$ cat src/rtl/midi_msg_decoder.sv
// MIDI byte-stream parser: channel voice messages with running status,
// realtime reset/read-back strobes and a single-ID controller SysEx.
module midi_msg_decoder #(
    parameter logic [6:0] SYSEX_ID = 7'h7D
) (
    input  logic       clk,
    input  logic       rst,
    input  logic       valid_byte,
    input  logic [7:0] data,
    output logic       note_presse,
    output logic       note_release,
    output logic       note_keypress,
    output logic       note_channelpress,
    output logic [3:0] channel,
    output logic [6:0] note,
    output logic [6:0] velocity,
    output logic       rst_cmd,
    output logic       read,
    output logic       c_valid,
    output logic [6:0] c_cmd,
    output logic [7:0] c_byte0,
    output logic [7:0] c_byte1,
    output logic [7:0] c_byte2
);

    // ST_IDLE    | no running status, data bytes are ignored
    // ST_CHAN    | running status held in rs_type/rs_chan, collecting data
    // ST_SX_ID   | after F0, waiting for manufacturer ID
    // ST_SX_BODY | ID matched, collecting cmd + 3 argument bytes
    // ST_SX_DROP | SysEx rejected, swallowing bytes until next status
    typedef enum logic [2:0] {
        ST_IDLE,
        ST_CHAN,
        ST_SX_ID,
        ST_SX_BODY,
        ST_SX_DROP
    } state_t;

    state_t     state_q, state_d;
    logic [3:0] rs_type_q, rs_type_d;
    logic [3:0] rs_chan_q, rs_chan_d;
    logic       idx_q, idx_d;
    logic [6:0] d1_q, d1_d;
    logic [2:0] sx_cnt_q, sx_cnt_d;
    logic [6:0] sx_cmd_q, sx_cmd_d;
    logic [6:0] sx_b0_q, sx_b0_d;
    logic [6:0] sx_b1_q, sx_b1_d;
    logic [6:0] sx_b2_q, sx_b2_d;

    logic       presse_q, presse_d;
    logic       release_q, release_d;
    logic       keypress_q, keypress_d;
    logic       chanpress_q, chanpress_d;
    logic [3:0] channel_q, channel_d;
    logic [6:0] note_q, note_d;
    logic [6:0] velocity_q, velocity_d;
    logic       rst_cmd_q, rst_cmd_d;
    logic       read_q, read_d;
    logic       c_valid_q, c_valid_d;
    logic [6:0] c_cmd_q, c_cmd_d;
    logic [6:0] c_b0_q, c_b0_d;
    logic [6:0] c_b1_q, c_b1_d;
    logic [6:0] c_b2_q, c_b2_d;

    logic is_rt;
    logic two_byte;
    logic msg_done;

    // Realtime bytes are transparent; Cn/Dn are the only one-data-byte messages.
    always_comb begin
        is_rt    = (data[7:3] == 5'b11111);
        two_byte = (rs_type_q != 4'hC) && (rs_type_q != 4'hD);
        msg_done = two_byte ? idx_q : 1'b1;
    end

    // Parser state and message-assembly registers.
    always_ff @(posedge clk or posedge rst) begin
        if (rst) begin
            state_q   <= ST_IDLE;
            rs_type_q <= 4'h0;
            rs_chan_q <= 4'h0;
            idx_q     <= 1'b0;
            d1_q      <= 7'h0;
            sx_cnt_q  <= 3'd0;
            sx_cmd_q  <= 7'h0;
            sx_b0_q   <= 7'h0;
            sx_b1_q   <= 7'h0;
            sx_b2_q   <= 7'h0;
        end else begin
            state_q   <= state_d;
            rs_type_q <= rs_type_d;
            rs_chan_q <= rs_chan_d;
            idx_q     <= idx_d;
            d1_q      <= d1_d;
            sx_cnt_q  <= sx_cnt_d;
            sx_cmd_q  <= sx_cmd_d;
            sx_b0_q   <= sx_b0_d;
            sx_b1_q   <= sx_b1_d;
            sx_b2_q   <= sx_b2_d;
        end
    end

    // Next-state: status bytes restart parsing, data bytes advance it.
    always_comb begin
        state_d   = state_q;
        rs_type_d = rs_type_q;
        rs_chan_d = rs_chan_q;
        idx_d     = idx_q;
        d1_d      = d1_q;
        sx_cnt_d  = sx_cnt_q;
        sx_cmd_d  = sx_cmd_q;
        sx_b0_d   = sx_b0_q;
        sx_b1_d   = sx_b1_q;
        sx_b2_d   = sx_b2_q;
        if (valid_byte && !is_rt) begin
            if (data[7]) begin
                idx_d = 1'b0;
                if (data[7:4] != 4'hF) begin
                    state_d   = ST_CHAN;
                    rs_type_d = data[7:4];
                    rs_chan_d = data[3:0];
                end else if (data == 8'hF0) begin
                    state_d  = ST_SX_ID;
                    sx_cnt_d = 3'd0;
                end else begin
                    state_d = ST_IDLE;
                end
            end else begin
                case (state_q)
                    ST_CHAN: begin
                        if (!msg_done) begin
                            idx_d = 1'b1;
                            d1_d  = data[6:0];
                        end else begin
                            idx_d = 1'b0;
                        end
                    end
                    ST_SX_ID: begin
                        state_d = (data[6:0] == SYSEX_ID) ? ST_SX_BODY : ST_SX_DROP;
                    end
                    ST_SX_BODY: begin
                        case (sx_cnt_q)
                            3'd0:    sx_cmd_d = data[6:0];
                            3'd1:    sx_b0_d  = data[6:0];
                            3'd2:    sx_b1_d  = data[6:0];
                            3'd3:    sx_b2_d  = data[6:0];
                            default: state_d  = ST_SX_DROP;
                        endcase
                        if (sx_cnt_q != 3'd4) sx_cnt_d = sx_cnt_q + 3'd1;
                    end
                    default: ;
                endcase
            end
        end
    end

    // Output decode: one-cycle pulses and held event fields.
    always_comb begin
        presse_d    = 1'b0;
        release_d   = 1'b0;
        keypress_d  = 1'b0;
        chanpress_d = 1'b0;
        rst_cmd_d   = 1'b0;
        read_d      = 1'b0;
        c_valid_d   = 1'b0;
        channel_d   = channel_q;
        note_d      = note_q;
        velocity_d  = velocity_q;
        c_cmd_d     = c_cmd_q;
        c_b0_d      = c_b0_q;
        c_b1_d      = c_b1_q;
        c_b2_d      = c_b2_q;
        if (valid_byte) begin
            if (is_rt) begin
                rst_cmd_d = (data == 8'hFF);
                read_d    = (data == 8'hF9);
            end else if (data == 8'hF7 && state_q == ST_SX_BODY && sx_cnt_q == 3'd4) begin
                c_valid_d = 1'b1;
                c_cmd_d   = sx_cmd_q;
                c_b0_d    = sx_b0_q;
                c_b1_d    = sx_b1_q;
                c_b2_d    = sx_b2_q;
            end else if (!data[7] && state_q == ST_CHAN && msg_done) begin
                case (rs_type_q)
                    4'h8, 4'h9, 4'hA: begin
                        channel_d   = rs_chan_q;
                        note_d      = d1_q;
                        velocity_d  = data[6:0];
                        keypress_d  = (rs_type_q == 4'hA);
                        presse_d    = (rs_type_q == 4'h9) && (data[6:0] != 7'h0);
                        release_d   = (rs_type_q == 4'h8) ||
                                      ((rs_type_q == 4'h9) && (data[6:0] == 7'h0));
                    end
                    4'hD: begin
                        channel_d   = rs_chan_q;
                        velocity_d  = data[6:0];
                        chanpress_d = 1'b1;
                    end
                    default: ;
                endcase
            end
        end
    end

    // Output registers.
    always_ff @(posedge clk or posedge rst) begin
        if (rst) begin
            presse_q    <= 1'b0;
            release_q   <= 1'b0;
            keypress_q  <= 1'b0;
            chanpress_q <= 1'b0;
            channel_q   <= 4'h0;
            note_q      <= 7'h0;
            velocity_q  <= 7'h0;
            rst_cmd_q   <= 1'b0;
            read_q      <= 1'b0;
            c_valid_q   <= 1'b0;
            c_cmd_q     <= 7'h0;
            c_b0_q      <= 7'h0;
            c_b1_q      <= 7'h0;
            c_b2_q      <= 7'h0;
        end else begin
            presse_q    <= presse_d;
            release_q   <= release_d;
            keypress_q  <= keypress_d;
            chanpress_q <= chanpress_d;
            channel_q   <= channel_d;
            note_q      <= note_d;
            velocity_q  <= velocity_d;
            rst_cmd_q   <= rst_cmd_d;
            read_q      <= read_d;
            c_valid_q   <= c_valid_d;
            c_cmd_q     <= c_cmd_d;
            c_b0_q      <= c_b0_d;
            c_b1_q      <= c_b1_d;
            c_b2_q      <= c_b2_d;
        end
    end

    assign note_presse       = presse_q;
    assign note_release      = release_q;
    assign note_keypress     = keypress_q;
    assign note_channelpress = chanpress_q;
    assign channel           = channel_q;
    assign note              = note_q;
    assign velocity          = velocity_q;
    assign rst_cmd           = rst_cmd_q;
    assign read              = read_q;
    assign c_valid           = c_valid_q;
    assign c_cmd             = c_cmd_q;
    assign c_byte0           = {1'b0, c_b0_q};
    assign c_byte1           = {1'b0, c_b1_q};
    assign c_byte2           = {1'b0, c_b2_q};

endmodule

$ cat config.mk
export PLATFORM = sky130hd
export DESIGN_NAME = midi_msg_decoder
export DESIGN_NICKNAME = d
export VERILOG_FILES = /design/src/rtl/midi_msg_decoder.sv
export SDC_FILE = /design/constraint.sdc
export NUM_CORES = 1
export LEC_CHECK = 0
export ABC_AREA = 1
export BUFFER_PORTS_ARGS = -buffer_cell sky130_fd_sc_hd__buf_2
export CAP_MARGIN = 15
export CORE_MARGIN = 5
export CORE_UTILIZATION = 54
export CTS_CLUSTER_DIAMETER = 40
export DETAILED_ROUTE_END_ITERATION = 7
export GPL_ROUTABILITY_DRIVEN = 0
export PLACE_DENSITY = 0.84
export REMOVE_ABC_BUFFERS = 1
export SLEW_MARGIN = 20
export SYNTH_ARGS = -nofsm -noshare
export SYNTH_HDL_FRONTEND = slang
export SYNTH_SLANG_ARGS = --single-unit
$ cat constraint.sdc
create_clock -name clk -period 4.1 [get_ports clk]
set_input_delay 0.41 -clock clk [delete_from_list [all_inputs] [get_ports clk]]
set_output_delay 0.41 -clock clk [all_outputs]
set_load 0.01 [all_outputs]
After elaboration in Yosys (flattened, before gate mapping) --
Index checks and enable logic that the tools add are counted.
Word-level totals: bits in registers 103, output and inout port bits 56, bits of input ports 11, logic and storage cells 128
Cells by class: muxes and demuxes 42, $add $sub $neg 1, bitwise gates (word level) 4, reductions and logical operators 33, eq/ne operators 24
Operators by type and width (number):
- $eq 8x8->1 const B | 4
- $mux 1 | 31
- $mux 3 | 8
- $reduce_and 4->1 | 5
- $eq 4x4->1 const B | 4
- $reduce_and 5->1 | 3
- $eq 3x2->1 const B | 4
- $ne 4x4->1 const B | 3
- $reduce_and 3->1 | 3
- $logic_and 1x1->1 | 8
- $reduce_or 4->1 | 2
- $eq 7x7->1 const B | 1
- $logic_not 7->1 | 1
- $reduce_bool 7->1 | 1
- $eq 3x1->1 const B | 2
- $ne 3x3->1 const B | 2
- $pmux 3 s2 | 1
- $reduce_bool 2->1 | 3
- $eq 5x5->1 const B | 1
- $mux 2 | 2
- $not 1->1 | 4
- $add 3x1->3 const B | 1
- $eq 3x3->1 const B | 1
- $logic_not 3->1 | 1
- 7 further kinds | 8

Logic depth before layout (Yosys ltp) --
depth in word-level cells 8, depth in mapped cells 12, mapped depth without buffers 11

Least setup slack after synthesis --
OpenSTA, ideal clock, no wires.
path type reg2reg, start reg sx_cnt_q[0], end reg c_b0_q[0], arrival time 1.457 ns, required time 3.984 ns, setup slack 2.527 ns, buffers on the path 2, clock period less this slack 1.573 ns, stages on the path, launching flop included 12, setup time 0.116 ns, cell sequence dfrtp_1 inv_1 ha_1 nand2_1 nor2_1 nand2_2 nor2_4 nand2_2 buf_4 buf_6 nand2_1 nand2_1
Between the ends: cells in the longest elaborated chain, start to end 3
RTL lines:
- start, declared | line 44 | logic [2:0] sx_cnt_q, sx_cnt_d;
- start signal, assigned | line 95 | sx_cnt_q <= sx_cnt_d;
- $eq 3x3->1 | line 177 | end else if (data == 8'hF7 && state_q == ST_SX_BODY && sx_cnt_q == 3'd4) begin
- $logic_and 1x1->1 | line 177
- $reduce_and 3->1 (no source line)
- end signal, assigned | line 219 | c_b0_q <= 7'h0;
- end signal, assigned | line 234 | c_b0_q <= c_b0_d;
- end, declared | line 61 | logic [6:0] c_b0_q, c_b0_d;
No other way between the ends. A chain may end at the register's enable or synchronous reset.

Final worst setup path --
start reg sx_cnt_q[0], end reg velocity_q[1], in the netlist velocity[1]
Between the ends: cells in the longest elaborated chain, start to end 4
RTL lines:
- $eq 3x3->1 | line 177
- $logic_and 1x1->1 | line 177
- $not 1->1 (no source line)
- $reduce_and 5->1 (no source line)
- end signal, assigned | line 229 | velocity_q <= velocity_d;
- end, declared | line 56 | logic [6:0] velocity_q, velocity_d;
No other way between the ends.

==> metrics.txt <==
end of the worst register-to-register path=velocity[1]$_DFFE_PP0P_; DRC violations left=0; number of max-cap violations=0; hold crit path type=in -> async; Mapped Avg Cell Area=8.91 um2; CTS Sinks=103; synth warn=0; type of origin of the critical path=flip-flop; first-pass GRT wire length=~15000 um; CP Data Required Time=4.41 ns; number of synthesized register bits=103; Ports=67; starting density of the core=0.557; Final min period=roughly 2.3 ns; cell count after synthesis=just under 500; RSZ-0062 raised after global routing=false; Area Growth Syn to Fin=12.1%; Via density=about 5.2; Setup Skew=between 0.01 and 0.015 ns; Via Count=between 3k and 4k; Worst R2R Setup Slack=1.78 ns; Slew HR=0.401; wire per inst=between 10 and 15 um; Inserted Diodes=0; TritonCTS clock tree=yes; Die Wd=between 90 and 100 um; post-synth top area share=0.599; crit path kind=reg -> reg; fin crit share=0.566; layout cell share with drive strength beyond 1=0.172; peak supply drop=approximately 0.25 mV; # hold bufs at CTS=0; Slew Limit Fails=0; Die H=99.3 um; clk slew on worst S/H paths=0.10 ns; Final #Nets=roughly 560; Overall Global Routing Usage=0.194; Final setup viols=0; outcome=finished clean; vias in the first global route=between 3k and 4k; register area share after synthesis=0.599; setup tns final=0 ns; Clock Path Buffers=2; Finished Layout Cells=between 600 and 700; Placement Setup Slack=between 1.5 and 2 ns; Lkg Pwr=about 0.0027 uW; clock root cell=clkbuf_8; Reg2Reg Launch Point=sx_cnt_q[0]$_DFFE_PP0P_; post-CTS sizing=0; pwr dens=455 nW/um2; endpoints failing hold=0; Slew @ Worst Pin=between 0.8 and 0.9 ns; Post-DRT Antenna Nets=0; critical path arrival=between 2 and 3 ns; Mapped Area=4310 um2; GRT overflow=0; crit path max fanout=12; DIE AREA=about 10000 um2; number of port buffers=63; final setup margin=1.78 ns; fillers=around 660; Synth area leader=dfrtp_1; routed wire length=just over 9000 um; DRT iter0 DRCs=roughly 290; Clock H-tree levels=3; post-CTS setup buffer count=0; count of cell types in the netlist=25; Final HPWL DP=around 6300 um; Clock Latency Late Sink=0.37 ns; Post-Place Cells=between 600 and 700; initial antenna violation count=0; FP Rows=32; Max Fclk=431 MHz; pin count of the biggest net entering global routing=between 70 and 80; drt pass-1 iters=5; R2R depth=11; TritonCTS buffer count=9; Worst setup EP type=flip-flop; core area=~7700 um2; synth top area cells=dfrtp_1 60%, nand2_1 17%, o21ai_0 4.6%
[cell usage in the layout, fill, tap and decap left out]
cell        netlist  routed
a21oi_1           2       2
a21oi_2           1       1
a31oi_1           1       1
buf_2             3      63
buf_4             9       1
bufinv_16         0       1
clkbuf_1          2       1
clkbuf_8          0      10
clkinv_4          0       1
clkinvlp_4        0       1
conb_1            1       3
dfrtp_1         103     103
ha_1              5       5
inv_1            48      47
inv_2             1       1
inv_4             0       1
inv_6             0       1
nand2_1         192     192
nand2_2           5       5
nand3_1          29      29
nand3_2           4       4
nand4_1           3       3
nor2_1           12      12
nor2_2            1       1
nor2_4            3       3
nor3_1            3       3
nor4_1            3       3
o211ai_1          1       1
o21ai_0          40      40
o21ai_1           7       7
[power by group]
group / internal (uW) / total, uW / switching, uW
Clock: 299 / 629 / 330
Combinational: 127 / 354 / 227
Sequential: 1140 / 1210 / 70.2
Total: 1570 / 2190 / 627
[cell type report]
cell class / instances / area (um2) / share of cell area
Sequential cell: 103 / 2580 / 0.534
Inverter: 49 / 186 / 0.0386
Clock inverter: 4 / 55.1 / 0.0114
Timing Repair Buffer: 64 / 323 / 0.0669
Clock buffer: 11 / 141 / 0.0293
Tap cell: 102 / 128 / 0.0264
Multi-Input combinational cell: 315 / 1420 / 0.293
[logic make-up (layout without fill, tap and decap cells)]
family,count (synthesis),in the layout,share of synthesized area
compound gates,52,52,0.0622
fa+ha+maj,5,5,0.0145
buf+inv,67,128,0.0741
flops,103,103,0.599
other cells,1,3,0.000871
simple gates,255,255,0.250
[synth_stat cells]
master	instances
nand4_1	3
nor2_4	3
dfrtp_1	103
nand2_1	192
nand2_2	5
a31oi_1	1
a21oi_2	1
inv_1	48
o21ai_1	7
buf_4	9
nor4_1	3
nor2_2	1
nand3_1	29
nor2_1	12
inv_2	1
clkbuf_1	2
a21oi_1	2
buf_6	4
buf_2	3
o211ai_1	1
ha_1	5
o21ai_0	40
conb_1	1
nor3_1	3
nand3_2	4
[critical path, stage by stage (launching register included)]
cell     delay, ns
dfrtp_1       0.42
inv_1         0.09
ha_1          0.23
nand2_1       0.10
nor2_1        0.06
nand2_2       0.08
nor2_4        0.04
nor2_1        0.54
nand2_1       0.41
nand2_1       0.15
nand2_1       0.07
inv_1         0.07
[worst max-delay path by stage]
stage / start / slack (ns) / cells after the start / to
after floorplan: rst / 0.99 / 1 / c_b0_q[0]$_DFFE_PP0P_
after global placement: data[2] / 1.81 / 10 / velocity[1]$_DFFE_PP0P_
after detailed placement: data[2] / 1.80 / 10 / velocity[1]$_DFFE_PP0P_
after CTS: state_q[0]$_DFFE_PP0P_ / 1.81 / 8 / c_b0_q[6]$_DFFE_PP0P_
after global routing: sx_cnt_q[0]$_DFFE_PP0P_ / 1.52 / 11 / velocity[1]$_DFFE_PP0P_
final: sx_cnt_q[0]$_DFFE_PP0P_ / 1.78 / 11 / velocity[1]$_DFFE_PP0P_
[through the flow]
step	total power, uW	cell area (um2)	util	hold slack, ns
6_report	2190	4830	0.625	0.204
5_1_grt	2320	4830	0.625	0.299
4_1_cts	2210	4830	0.625	0.263
3_5_place_dp	1590	4630	0.599	0.454
3_3_place_gp	1570	4630	0.599	0.450
2_1_floorplan	1440	4180	-	0.442
[sequential cells by signal, indices dropped and copies added, names as in the netlist, 3 cells and up]
signal and count:
c_b0_q 7, c_b1_q 7, c_b2_q 7, c_cmd 7
channel 4, d1_q 7, note 7, rs_chan_q 4
rs_type_q 4, state_q 3, sx_b0_q 7, sx_b1_q 7
sx_b2_q 7, sx_cmd_q 7, sx_cnt_q 3, velocity 7
[metal layers]
| metal | GRT usage | share of wire | up-vias |
|---|---|---|---|
| met5 | 0 | 0 | - |
| met4 | 0.0609 | 0.019 | 0 |
| met3 | 0.0505 | 0.084 | 19 |
| met2 | 0.317 | 0.47 | 142 |
| met1 | 0.256 | 0.43 | 1609 |
| li1 | - | - | 1614 |
Note: power is estimated with default switching activity, not from simulation.
